**config.mk**
```make
export PLATFORM = sky130hd
export DESIGN_NAME = mas_rca_seq_add_ctrl
export DESIGN_NICKNAME = d
export VERILOG_FILES = /design/src/rtl/mas_rca_seq_add_ctrl.sv
export SDC_FILE = /design/constraint.sdc
export NUM_CORES = 1
export LEC_CHECK = 0
export ABC_CLOCK_PERIOD_IN_PS = 14100
export CAP_MARGIN = 20
export CORE_MARGIN = 5
export CORE_UTILIZATION = 40
export DETAILED_ROUTE_END_ITERATION = 6
export GPL_TIMING_DRIVEN = 0
export PLACE_DENSITY = 0.7
export SLEW_MARGIN = 20
export SYNTH_ARGS = -nofsm -noshare
export SYNTH_HDL_FRONTEND = slang
export SYNTH_SLANG_ARGS = --single-unit
```
**constraint.sdc**
```tcl
create_clock -name clk -period 14.1 [get_ports clk]
set_input_delay 2.115 -clock clk [delete_from_list [all_inputs] [get_ports clk]]
set_output_delay 2.115 -clock clk [all_outputs]
set_load 0.005 [all_outputs]
```
**src/rtl/mas_rca_seq_add_ctrl.sv**
```systemverilog
// Sequential wide adder. It reuses one 32-bit ripple-carry adder over WORDS
// cycles, starting with the least significant word. The carry passes from one
// word to the next through a register.
// Optional feature macro: MAS_SEQ_ADD_SUB_EN adds the sub port (A - B mode).
module mas_rca_seq_add_ctrl #(
  parameter int unsigned WORDS = 4
) (
  input  logic                  clk,
  input  logic                  rst,
  input  logic                  in_valid,
  output logic                  in_ready,
  input  logic [32*WORDS-1:0]   in1,
  input  logic [32*WORDS-1:0]   in2,
  input  logic                  cin,
`ifdef MAS_SEQ_ADD_SUB_EN
  input  logic                  sub,
`endif
  output logic                  out_valid,
  input  logic                  out_ready,
  output logic [32*WORDS-1:0]   res,
  output logic                  cout,
  output logic                  busy
);

  localparam int unsigned W    = 32 * WORDS;
  localparam int unsigned IdxW = (WORDS > 1) ? $clog2(WORDS) : 1;
  localparam logic [IdxW-1:0] LastIdx = IdxW'(WORDS - 1);

  typedef enum logic [1:0] {StIdle, StRun, StDone} state_e;

  state_e          state;
  logic [IdxW-1:0] idx_q;
  logic            carry_q;
  logic [W-1:0]    a_q;
  logic [W-1:0]    b_q;

  logic [W-1:0]    b_load;
  logic            carry_load;
  logic [31:0]     add_a;
  logic [31:0]     add_b;
  logic [31:0]     add_sum;
  logic            add_cout;

  // Values loaded on accept. Subtraction is A + ~B + 1.
`ifdef MAS_SEQ_ADD_SUB_EN
  always_comb begin
    b_load     = sub ? ~in2 : in2;
    carry_load = sub ? 1'b1 : cin;
  end
`else
  always_comb begin
    b_load     = in2;
    carry_load = cin;
  end
`endif

  // Shared 32-bit ripple-carry adder working on the word selected by idx_q.
  always_comb begin
    logic c;
    add_a   = a_q[32*idx_q +: 32];
    add_b   = b_q[32*idx_q +: 32];
    add_sum = '0;
    c       = carry_q;
    for (int i = 0; i < 32; i++) begin
      add_sum[i] = add_a[i] ^ add_b[i] ^ c;
      c          = (add_a[i] & add_b[i]) | (c & (add_a[i] ^ add_b[i]));
    end
    add_cout = c;
  end

  // Control FSM. All outputs are registered.
  always_ff @(posedge clk or posedge rst) begin
    if (rst) begin
      state     <= StIdle;
      idx_q     <= '0;
      carry_q   <= 1'b0;
      a_q       <= '0;
      b_q       <= '0;
      res       <= '0;
      cout      <= 1'b0;
      out_valid <= 1'b0;
      in_ready  <= 1'b1;
      busy      <= 1'b0;
    end else begin
      unique case (state)
        StIdle: begin
          if (in_valid) begin
            a_q      <= in1;
            b_q      <= b_load;
            carry_q  <= carry_load;
            idx_q    <= '0;
            res      <= '0;
            cout     <= 1'b0;
            in_ready <= 1'b0;
            busy     <= 1'b1;
            state    <= StRun;
          end
        end
        StRun: begin
          res[32*idx_q +: 32] <= add_sum;
          carry_q             <= add_cout;
          idx_q               <= idx_q + 1'b1;
          if (idx_q == LastIdx) begin
            idx_q     <= '0;
            cout      <= add_cout;
            out_valid <= 1'b1;
            state     <= StDone;
          end
        end
        StDone: begin
          // in_valid is ignored here. A new accept can only happen from StIdle.
          if (out_ready) begin
            out_valid <= 1'b0;
            in_ready  <= 1'b1;
            busy      <= 1'b0;
            state     <= StIdle;
          end
        end
        default: state <= StIdle;
      endcase
    end
  end

endmodule

```
==> qor.csv, run 1 <==
stage;metric;value;unit
route;dr.first_iter.drc_count;737;
route;firstDrtPassIters;5;
critical_path;critPathCaptureType;flop;
finish;drive_gt1_share;29.92;%
power;p_per_area;271.2;nW/um^2
critical_path;cp.arrival;14.17;ns
critical_path;path_common_cell;fa_2;
route;ant_nets;0;
sta;fin_skew;0.008433;ns
critical_path;critical_path_required;14.53;ns
clock_tree;clock_path_buffers;3;
yosys;yosysWarnings;0;
clock_tree;clkSinkCount;393;
clock_tree;cts_made_buffers;44;
route;vias;10971;
die;io_pins;393;
clock_tree;cts-root-buf;clkbuf_16;
sta;slew_headroom;31.33;%
route;via_per_inst;5.252;
die;core.rowCount;75;
yosys;ys_ff_latch;393;
yosys;synth_top_area_share;57.28;%
clock_tree;cts_tree;built;
yosys;avgSynthCellArea;16.09;sq um
critical_path;cp-start-kind;flop;
sta;hold_viol;0;
route;drt-total-wl;52.38;mm
yosys;yosysTopAreaCell;dfrtp_1;
sta;max_freq;72.77;MHz
die;core_area;42130;sq um
finish;post-route-util;55.44;%
yosys;synthTopCellsByArea;dfrtp_1 57%, mux2_2 15%, mux4_2 8.4%;
critical_path;critPathMaxFanout;10;
place;placed_cell_area;21810;sq um
yosys;syn-num-nets;1361;
clock_tree;ctsHtreeMaxLevel;2;
grt;gr-total-overflow;0;
grt;track_usage;22.27;%
finish;instances_no_fill;2089;
die;die_w;216.9;um
sta;max_slew.worst_pin.slew;1.030;ns
finish;multiInputGateArea;6576;sq um
clock_tree;clock_latency;0.56;ns
sta;finalCriticalPeriod;13.74;ns
sta;grt_setup_unrepaired;no;
power;vdd_ir_drop_max;0.1278;mV
finish;fin_nets;1802;
yosys;synth_seq_area_share;57.44;%
yosys;syn_inst;1064;
place;dp_cells;1998;
place;hpwl;39.72;mm
finish;nFillCells;3420;
finish;synthToLayoutAreaGrowth;36.41;%
clock_tree;ctsHoldBuffers;0;
die;start_util;40.64;%
route;wl_per_cell;25.07;um
power;cellLeakagePower;0.009692;uW
yosys;syn_area;17120;sq um
grt;grt_pass1_vias;12209;
critical_path;path_buf_inv;7;
critical_path;crit_type;reg -> reg;
finish;fin_area;23360;sq um
die;die_h;216.9;um
flow_run;maxCapViolations;0;
yosys;synth.distinct_cells;35;
sta;post-route-period-util;97.45;%
sta;finalSetupViolations;0;
clock_tree;clk_pin_slew;0.06;ns
status;status;finished, final reports clean;
sta;slew_viol_final;0;
critical_path;cpMaxStageDelayCell;fa_1;
grt;antenna_found_initial;20;
grt;grt_max_degree;105;
place;place_congestion;0.8374;
grt;grt_first_pass_wirelength;78.60;mm
die;die_area;47050;sq um
min_path;hp-class;reg -> reg;
route;drcViolationCount;0;
place;numPortBuffers;392;
critical_path;crit_family;adder cells;
finish;regArea;9838;sq um
critical_path;slowest_delay;0.46;ns
[report_power, final]
part	internal [uW]	switching, uW	leakage [uW]	total [uW]
registers	1630	269	0.00488	1900
logic	1590	1700	0.00410	3290
clock network	675	464	0.000710	1140
[flip-flops by register name (all words and copies together), names as in the netlist]
| signal | flops |
|---|---|
| a_q | 128 |
| b_q | 128 |
| res | 128 |
| idx_q | 2 |
| state | 2 |
| busy | 1 |
| carry_q | 1 |
| cout | 1 |
| in_ready | 1 |
| out_valid | 1 |
[stage by stage]
| step | total power [uW] | setup slack [ns] | setup TNS (ns) | hold WS [ns] |
|---|---|---|---|---|
| CTS | 6375 | 0.01113 | 0 | 0.4807 |
| global placement | 5033 | -3.559 | -1386.09 | 0.4629 |
| finish | 6334 | 0.3589 | 0 | 0.4816 |
| global route | 6744 | 0.005729 | 0 | 0.5026 |
| detailed placement | 5134 | -1.453 | -16.73 | 0.4686 |
| floorplan | 3818 | 0.4504 | 0 | 0.4524 |
[per-layer routing]
layer  GRT usage (%)  vias to the layer above  share of wire, %
met1           29.44                     5753                42
li1                -                     4793                 -
met5               0                        -              0.15
met3           4.739                       84               5.8
met2           36.81                      329                50
met4           7.837                       12               2.6
[area by class of cell]
type                       count  area share, %
sequential                   393          42.12
multi-input combinational    526          28.15
timing repair buffer         396          17.18
clock buffer                  60          5.533
tap                          539          2.887
buffer                        72          2.175
inverter                      72          1.189
clock inverter                15         0.5892
antenna                       16         0.1714
[repair_timing]
action / in CTS / in global routing
resized for setup: 27 / 5
hold endpoints to repair: 0 / 0
setup buffers: 1 / 0
pin swaps: 3 / 2
endpoints found under the setup margin: 21 / 6
[cell usage in the layout (no fill, tap or decap), drive strengths merged, types with 2 or more instances in the layout]
| cell type | n |
|---|---|
| clkdlybuf4s50 | 392 |
| dfrtp | 392 |
| mux2 | 256 |
| o2bb2ai | 128 |
| clkbuf | 76 |
| inv | 71 |
| mux4 | 64 |
| buf | 60 |
| fa | 32 |
| diode | 16 |
| clkinv | 12 |
| nand2 | 7 |
| a21o | 5 |
| nor2b | 5 |
| o21ai | 5 |
| a21oi | 4 |
| ha | 4 |
| nand2b | 3 |
| o31ai | 2 |
| clkinvlp | 2 |
| bufinv | 2 |
[cell families after synthesis]
logic type	after synthesis	synth area share, %
compound gates	148	8.023
buf+inv	145	4.421
mux	320	25.25
simple gates	22	0.8330
flops	393	57.44
fa+ha+maj	36	4.033
[Yosys cell counts, drive strengths merged]
cell	instances
dfrtp	392
nor2	1
a22o	1
nand4bb	1
o2bb2ai	128
nand2b	3
mux4	64
ha	4
a22oi	1
and4	1
inv	71
o21ai	5
mux2	256
nand4b	1
a31oi	1
clkinv	1
or4b	1
clkbuf	17
o21bai	1
nand4	1
o31ai	2
a21o	5
buf	56
nor2b	5
a21oi	4
nand2	7
dfstp	1
and3	1
fa	32
[path summary, 6_finish.rpt]
path | startpoint | end | slack (ns) | cells after the start
min | a_q[85]$_DFFE_PP0P_ | a_q[85]$_DFFE_PP0P_ | 0.48 | 1
max in group asynchronous | rst | a_q[107]$_DFFE_PP0P_ | 10.57 | 4
max reg2reg | idx_q[0]$_DFFE_PP0P_ | res[95]$_DFFE_PP0P_ | 0.36 | 41
max | idx_q[0]$_DFFE_PP0P_ | res[95]$_DFFE_PP0P_ | 0.36 | 41
min reg2reg | a_q[85]$_DFFE_PP0P_ | a_q[85]$_DFFE_PP0P_ | 0.48 | 1
min in group asynchronous | rst | res[120]$_DFFE_PP0P_ | 2.04 | 2
No activity file was read; power rests on OpenSTA's default activity.
==> run 2, diff against run 1 <==
--- a/config.mk
+++ b/config.mk
@@ -10,8 +10,9 @@
 export CORE_MARGIN = 5
 export CORE_UTILIZATION = 40
 export DETAILED_ROUTE_END_ITERATION = 6
+export DONT_BUFFER_PORTS = 1
 export GPL_TIMING_DRIVEN = 0
-export PLACE_DENSITY = 0.7
+export PLACE_DENSITY = 0.57
 export SLEW_MARGIN = 20
 export SYNTH_ARGS = -nofsm -noshare
 export SYNTH_HDL_FRONTEND = slang
==> run 2 against run 1 <==
Via count decreased by 12%. Largest power group unchanged. Hold slack better by 0.00073 ns. Sequential cell count unchanged. Clock-buffer cell count decreased by 1. Global-route usage down 0.45 points. Critical path type unchanged.
==> qor.csv, run 2 (synthesized netlist as in run 1, its figures left out) <==
stage;metric;value;unit;change
finish;drive_gt1_share;39.65;%;+9.7 points
critical_path;cpMaxStageDelayCell;fa_1;;
sta;setup_ws;0.3292;ns;-0.02969 ns
critical_path;cp.arrival;14.19;ns;+0.02 ns
die;start_util;40.64;%;unchanged
sta;hold_ws;0.4823;ns;+0.0007270 ns
die;die_h;216.9;um;unchanged
clock_tree;clkSinkCount;393;;unchanged
min_path;hp-class;reg -> reg;;
place;place_congestion;0.8126;;-3.0%
clock_tree;ctsHtreeMaxLevel;2;;unchanged
place;dp_cells;1607;;-20%
grt;grt_max_degree;101;;-3.8%
die;core.rowCount;75;;unchanged
critical_path;slowest_delay;0.46;ns;about the same
power;p_total;6101;uW;-3.7%
die;die_w;216.9;um;unchanged
finish;top_regs;a_q (128), b_q (128), res (128);;
power;vdd_ir_drop_max;0.1260;mV;-1.4%
route;drcViolationCount;0;;unchanged
finish;final_common_cell;dfrtp_1;;
critical_path;crit_type;reg -> reg;;
clock_tree;cts_tree;built;;
sta;fin_skew;0.01392;ns;+0.005483 ns
sta;finalCriticalPeriod;13.77;ns;+0.02969 ns
place;numPortBuffers;0;;-100%
sta;finalSetupViolations;0;;unchanged
critical_path;critPathMaxFanout;10;;unchanged
clock_tree;clk_pin_slew;0.06;ns;about the same
critical_path;critPathCaptureType;flop;;
grt;grt_first_pass_wirelength;75.21;mm;-4.3%
grt;track_usage;21.83;%;-0.45 points
sta;slew_headroom;32.23;%;+0.90 points
sta;max_freq;72.62;MHz;-0.22%
critical_path;critical_path_required;14.52;ns;about the same
place;pre_cts_ws;-1.492;ns;-0.03890 ns
sta;slew_viol_final;0;;unchanged
finish;synthToLayoutAreaGrowth;13.66;%;
grt;gr-total-overflow;0;;unchanged
place;hpwl;38.52;mm;-3.0%
clock_tree;cts-root-buf;clkbuf_16;;
critical_path;cp-start-kind;flop;;
power;p_per_area;313.5;nW/um^2;+16%
route;vias;9613;;-12%
route;dr.first_iter.drc_count;508;;-31%
sta;post-route-period-util;97.67;%;+0.21 points
route;via_per_inst;5.661;;+7.8%
finish;layout_common_cells;390 x dfrtp_1, 228 x mux2_2, 108 x o2bb2ai_1, 69 x inv_1, 64 x mux4_2;;
status;status;finished, final reports clean;;
sta;max_slew.worst_pin.slew;1.017;ns;-0.01352 ns
clock_tree;clock_path_buffers;3;;unchanged
grt;grt_pass1_vias;10500;;-14%
finish;fin_nets;1411;;-22%
die;io_pins;393;;unchanged
route;ant_nets;0;;unchanged
clock_tree;cts_made_buffers;44;;unchanged
die;core_area;42130;sq um;unchanged
route;drt-total-wl;51.56;mm;-1.6%
clock_tree;clock_latency;0.56;ns;about the same
grt;antenna_found_initial;36;;+80%
flow_run;maxCapViolations;0;;unchanged
route;wl_per_cell;30.37;um;+21%
sta;hold_viol;0;;unchanged
finish;nFillCells;3730;;+9.1%
finish;instances_no_fill;1698;;-19%
critical_path;path_common_cell;fa_2;;
power;cellLeakagePower;0.008225;uW;-15%
route;firstDrtPassIters;4;;-1
die;die_area;47050;sq um;unchanged
[run 2: cell types whose count changed in the layout (fill, tap and decap cells not counted), moves of 2 or more]
cell	change
clkdlybuf4s50_1	-392
clkbuf_8	-6
clkbuf_1	+5
bufinv_16	+3
diode_2	+3
clkinv_2	-2
clkinvlp_4	-2
[run 2: worst paths after layout]
path	from	to	slack, ns	depth (start not counted)
setup reg to reg	idx_q[0]$_DFFE_PP0P_	res[127]$_DFFE_PP0P_	0.33	41
setup / recovery	idx_q[0]$_DFFE_PP0P_	res[127]$_DFFE_PP0P_	0.33	41
max in group asynchronous	rst	a_q[109]$_DFFE_PP0P_	11.39	3
min in group asynchronous	rst	res[121]$_DFFE_PP0P_	1.48	1
hold reg to reg	a_q[85]$_DFFE_PP0P_	a_q[85]$_DFFE_PP0P_	0.48	1
hold / removal	a_q[85]$_DFFE_PP0P_	a_q[85]$_DFFE_PP0P_	0.48	1
[run 2: report_power, final]
group / internal [uW] / total (uW) / leakage [uW] / switching (uW)
combinational: 1360 / 3010 / 0.00264 / 1650
sequential: 1630 / 1940 / 0.00488 / 307
clock: 698 / 1160 / 0.000703 / 459
[run 2: metrics by stage]
| stage | cell area [sq um] | TNS (ns) | utilization [%] |
|---|---|---|---|
| after global placement | 17800 | -1358.92 | 42.24 |
| after floorplan | 17120 | 0 | - |
| final | 19460 | 0 | 46.19 |
| after global routing | 19440 | -0.0004139 | 46.14 |
| after CTS | 19400 | 0 | 46.05 |
| after detailed placement | 17920 | -17.19 | 42.52 |
[run 2: timing repair]
action | CTS | global route
gates resized for setup | 27 | 5
pin swaps | 2 | 2
hold buffers | 0 | 0
buffers inserted | 1 | 0
setup endpoints to repair | 21 | 6
[run 2: final cells by class]
class                   count  area (sq um)  share of cell area (%)
plain buffers              72         508.0                   2.610
clock inverters            13         193.9                  0.9965
repair buffers              5         117.6                  0.6043
diodes                     19         47.55                  0.2443
flip-flops and latches    393          9838                   50.55
clock buffers              59          1229                   6.313
multi-input cells         526          6576                   33.79
well taps                 539         674.4                   3.465
inverters                  72         277.8                   1.427
[run 2: critical path: cells and delay by family, from the launching register on]
| kind | cells | cell delay, ns |
|---|---|---|
| flip-flops | 1 | 0.45 |
| buffers and inverters | 7 | 0.77 |
| multiplexers | 1 | 0.41 |
| AO/OA/AOI/OAI | 1 | 0.06 |
| adder cells (fa/ha/maj) | 32 | 11.94 |
[run 2: layer usage]
metal / share of wire, % / GRT usage (%) / vias up / wire length [um]
li1: - / - / 4022 / -
met3: 7.6 / 7.379 / 106 / 3898
met4: 2.7 / 7.373 / 36 / 1397
met1: 41 / 28.38 / 5177 / 21330
met2: 48 / 34.66 / 272 / 24710
met5: 0.45 / 0 / - / 230
==> RTL change (config.mk and constraints of run 2) <==
Reset style: synchronous (`rst`), changed in one clocked block.
--- a/src/rtl/mas_rca_seq_add_ctrl.sv
+++ b/src/rtl/mas_rca_seq_add_ctrl.sv
@@ -69,7 +69,7 @@
   end
 
   // Control FSM. All outputs are registered.
-  always_ff @(posedge clk or posedge rst) begin
+  always_ff @(posedge clk) begin
     if (rst) begin
       state     <= StIdle;
       idx_q     <= '0;
Check against the original RTL: differs if rst is asserted again (counterexample within 4 cycles, from zero or initial values and one cycle with rst high); with rst held inactive, the same outputs for 4 cycles.
==> RTL change against run 2 <==
- die area is 6.9% lower
- cell area is 7.2% lower
- wire length is 7.5% higher
- synthesized cell count is 57% higher
- critical path type unchanged
- critical endpoint is now res[31]
- synthesized area is 7.3% lower
- worst setup slack better by 100 ps
- sequential cell count stayed put
- highest routed layer unchanged
- clock skew is 4.3 ps higher
Power is not compared: it rests on default switching activity, and its combinational part moved more than twofold at a synthesized area within 25%.
==> RTL change: results (changes against run 2) <==
* Status: finished, final reports clean
* EDFF count, synth at 0 (unchanged)
* GR Util All Layers at 0.245 (+0.0270)
* Worst Min Path Start: a_q[115]
* Placed insts at 2,195 (+37%)
* First-pass GRT wire length at 80,900 um (+7.6%)
* GP Congestion at 0.852 (+4.8%)
* Biggest regs: a_q (128), b_q (128), res (128)
* Pin count of the biggest net entering global routing at 14 (-86%)
* Top cells by count, synth: 515 x nand2_1, 393 x dfxtp_1, 260 x a21oi_1, 128 x a22o_1, 67 x inv_1
* Post-DP HPWL at 43,900 um (+14%)
* Via count at 12,300 (+28%)
* Drt initial violations at 751 (+48%)
* Syn Inst Count at 1,670 (+57%)
* Drt first pass iters at 5 (+1)
* Slew headroom at 0.267 (-0.0557)
* Final WL at 55,400 um (+7.5%)
* Slowest CP cell: fa_2
* Top delay family on crit path: adder cells
* Async set or reset register ratio after synthesis at 0 (-1.00)
* Worst clock skew at 18.3 ps (+4.35 ps)
* Top post-synthesis cells by area: dfxtp_1 50%, nand2_1 12%, mux4_2 9.1%
* Seq/Total Area, Yosys at 0.495 (-0.0789)
* Non-Filler Instances at 2,275 (+34%)
* Synth cell types at 37 (+5.7%)
* CTS root buffer: clkbuf_16
* Layout cells sized above 1 at 0.147 (-0.249)
* Switching part of the total at 0.255
* Number of global-route vias before repair at 12,700 (+21%)
* Placement Setup Slack at -1400 ps (+92.8 ps)
* CTS Buf Count at 43 (-2.3%)
* Antenna violations before repair at 18 (-50%)
* CP arrival at 14,100 ps (-90 ps)
* RR Startpoint: idx_q[0]
* Syn nets at 1,967 (+45%)
* Area after DPL at 0.0165 mm^2 (-7.7%)
* Fill cell count at 3,825 (+2.5%)
==> RTL change: cell count changes after synthesis, sizes merged, moves of 44 or more <==
cell and delta:
a22o +127, a21oi +260, dfrtp -392, buf +44, nand2 +508, mux2 -252
dfxtp +393, o2bb2ai -128
==> RTL change: area by class of cell <==
cell class	instances	area, um^2	share of cell area
Buffer	135	912	0.0505
Clock inverter	11	159	0.00880
Clock buffer	62	1230	0.0680
Sequential cell	393	7870	0.436
Multi-Input combinational cell	1074	6960	0.385
Tap cell	525	657	0.0364
Inverter	68	255	0.0141
Antenna cell	7	17.5	0.000970
==> RTL change: final timing paths <==
path	end	slack, ps	cells after the start
setup reg to reg	res[31]	430	42
hold / removal	a_q[115]	450	2
setup / recovery	res[31]	430	42
hold reg to reg	a_q[115]	450	2
==> RTL change: timing repair <==
action | in CTS | in global routing
endpoints found under the setup margin | 18 | 10
gates resized for setup | 30 | 10
pin swaps | 1 | 1
setup buffers | 0 | 0
hold buffers | 0 | 0
==> RTL change: cells by family after synthesis <==
group,count (synthesis),synth area share
AND/OR/NAND/NOR,568,0.138
buffers and inverters,203,0.0698
flip-flops,393,0.495
multiplexers,68,0.0936
adder cells (fa/ha/maj),36,0.0435
AO/OA/AOI/OAI,402,0.159
==> RTL change: power groups by stage <==
stage	Sequential [W]	Clock, W	Combinational [W]
5_1_grt	0.00119	0.00119	0.000312
6_report	0.00119	0.00113	0.000282
4_1_cts	0.00119	0.00115	0.000284
2_1_floorplan	0.00120	0	0.000190
3_3_place_gp	0.00121	0	0.000275
3_5_place_dp	0.00121	0	0.000280
==> RTL change: per-layer routing <==
layer	track usage	share of wire
met5	0	0.0029
met4	0.0871	0.037
met3	0.0809	0.087
met2	0.408	0.47
met1	0.299	0.40
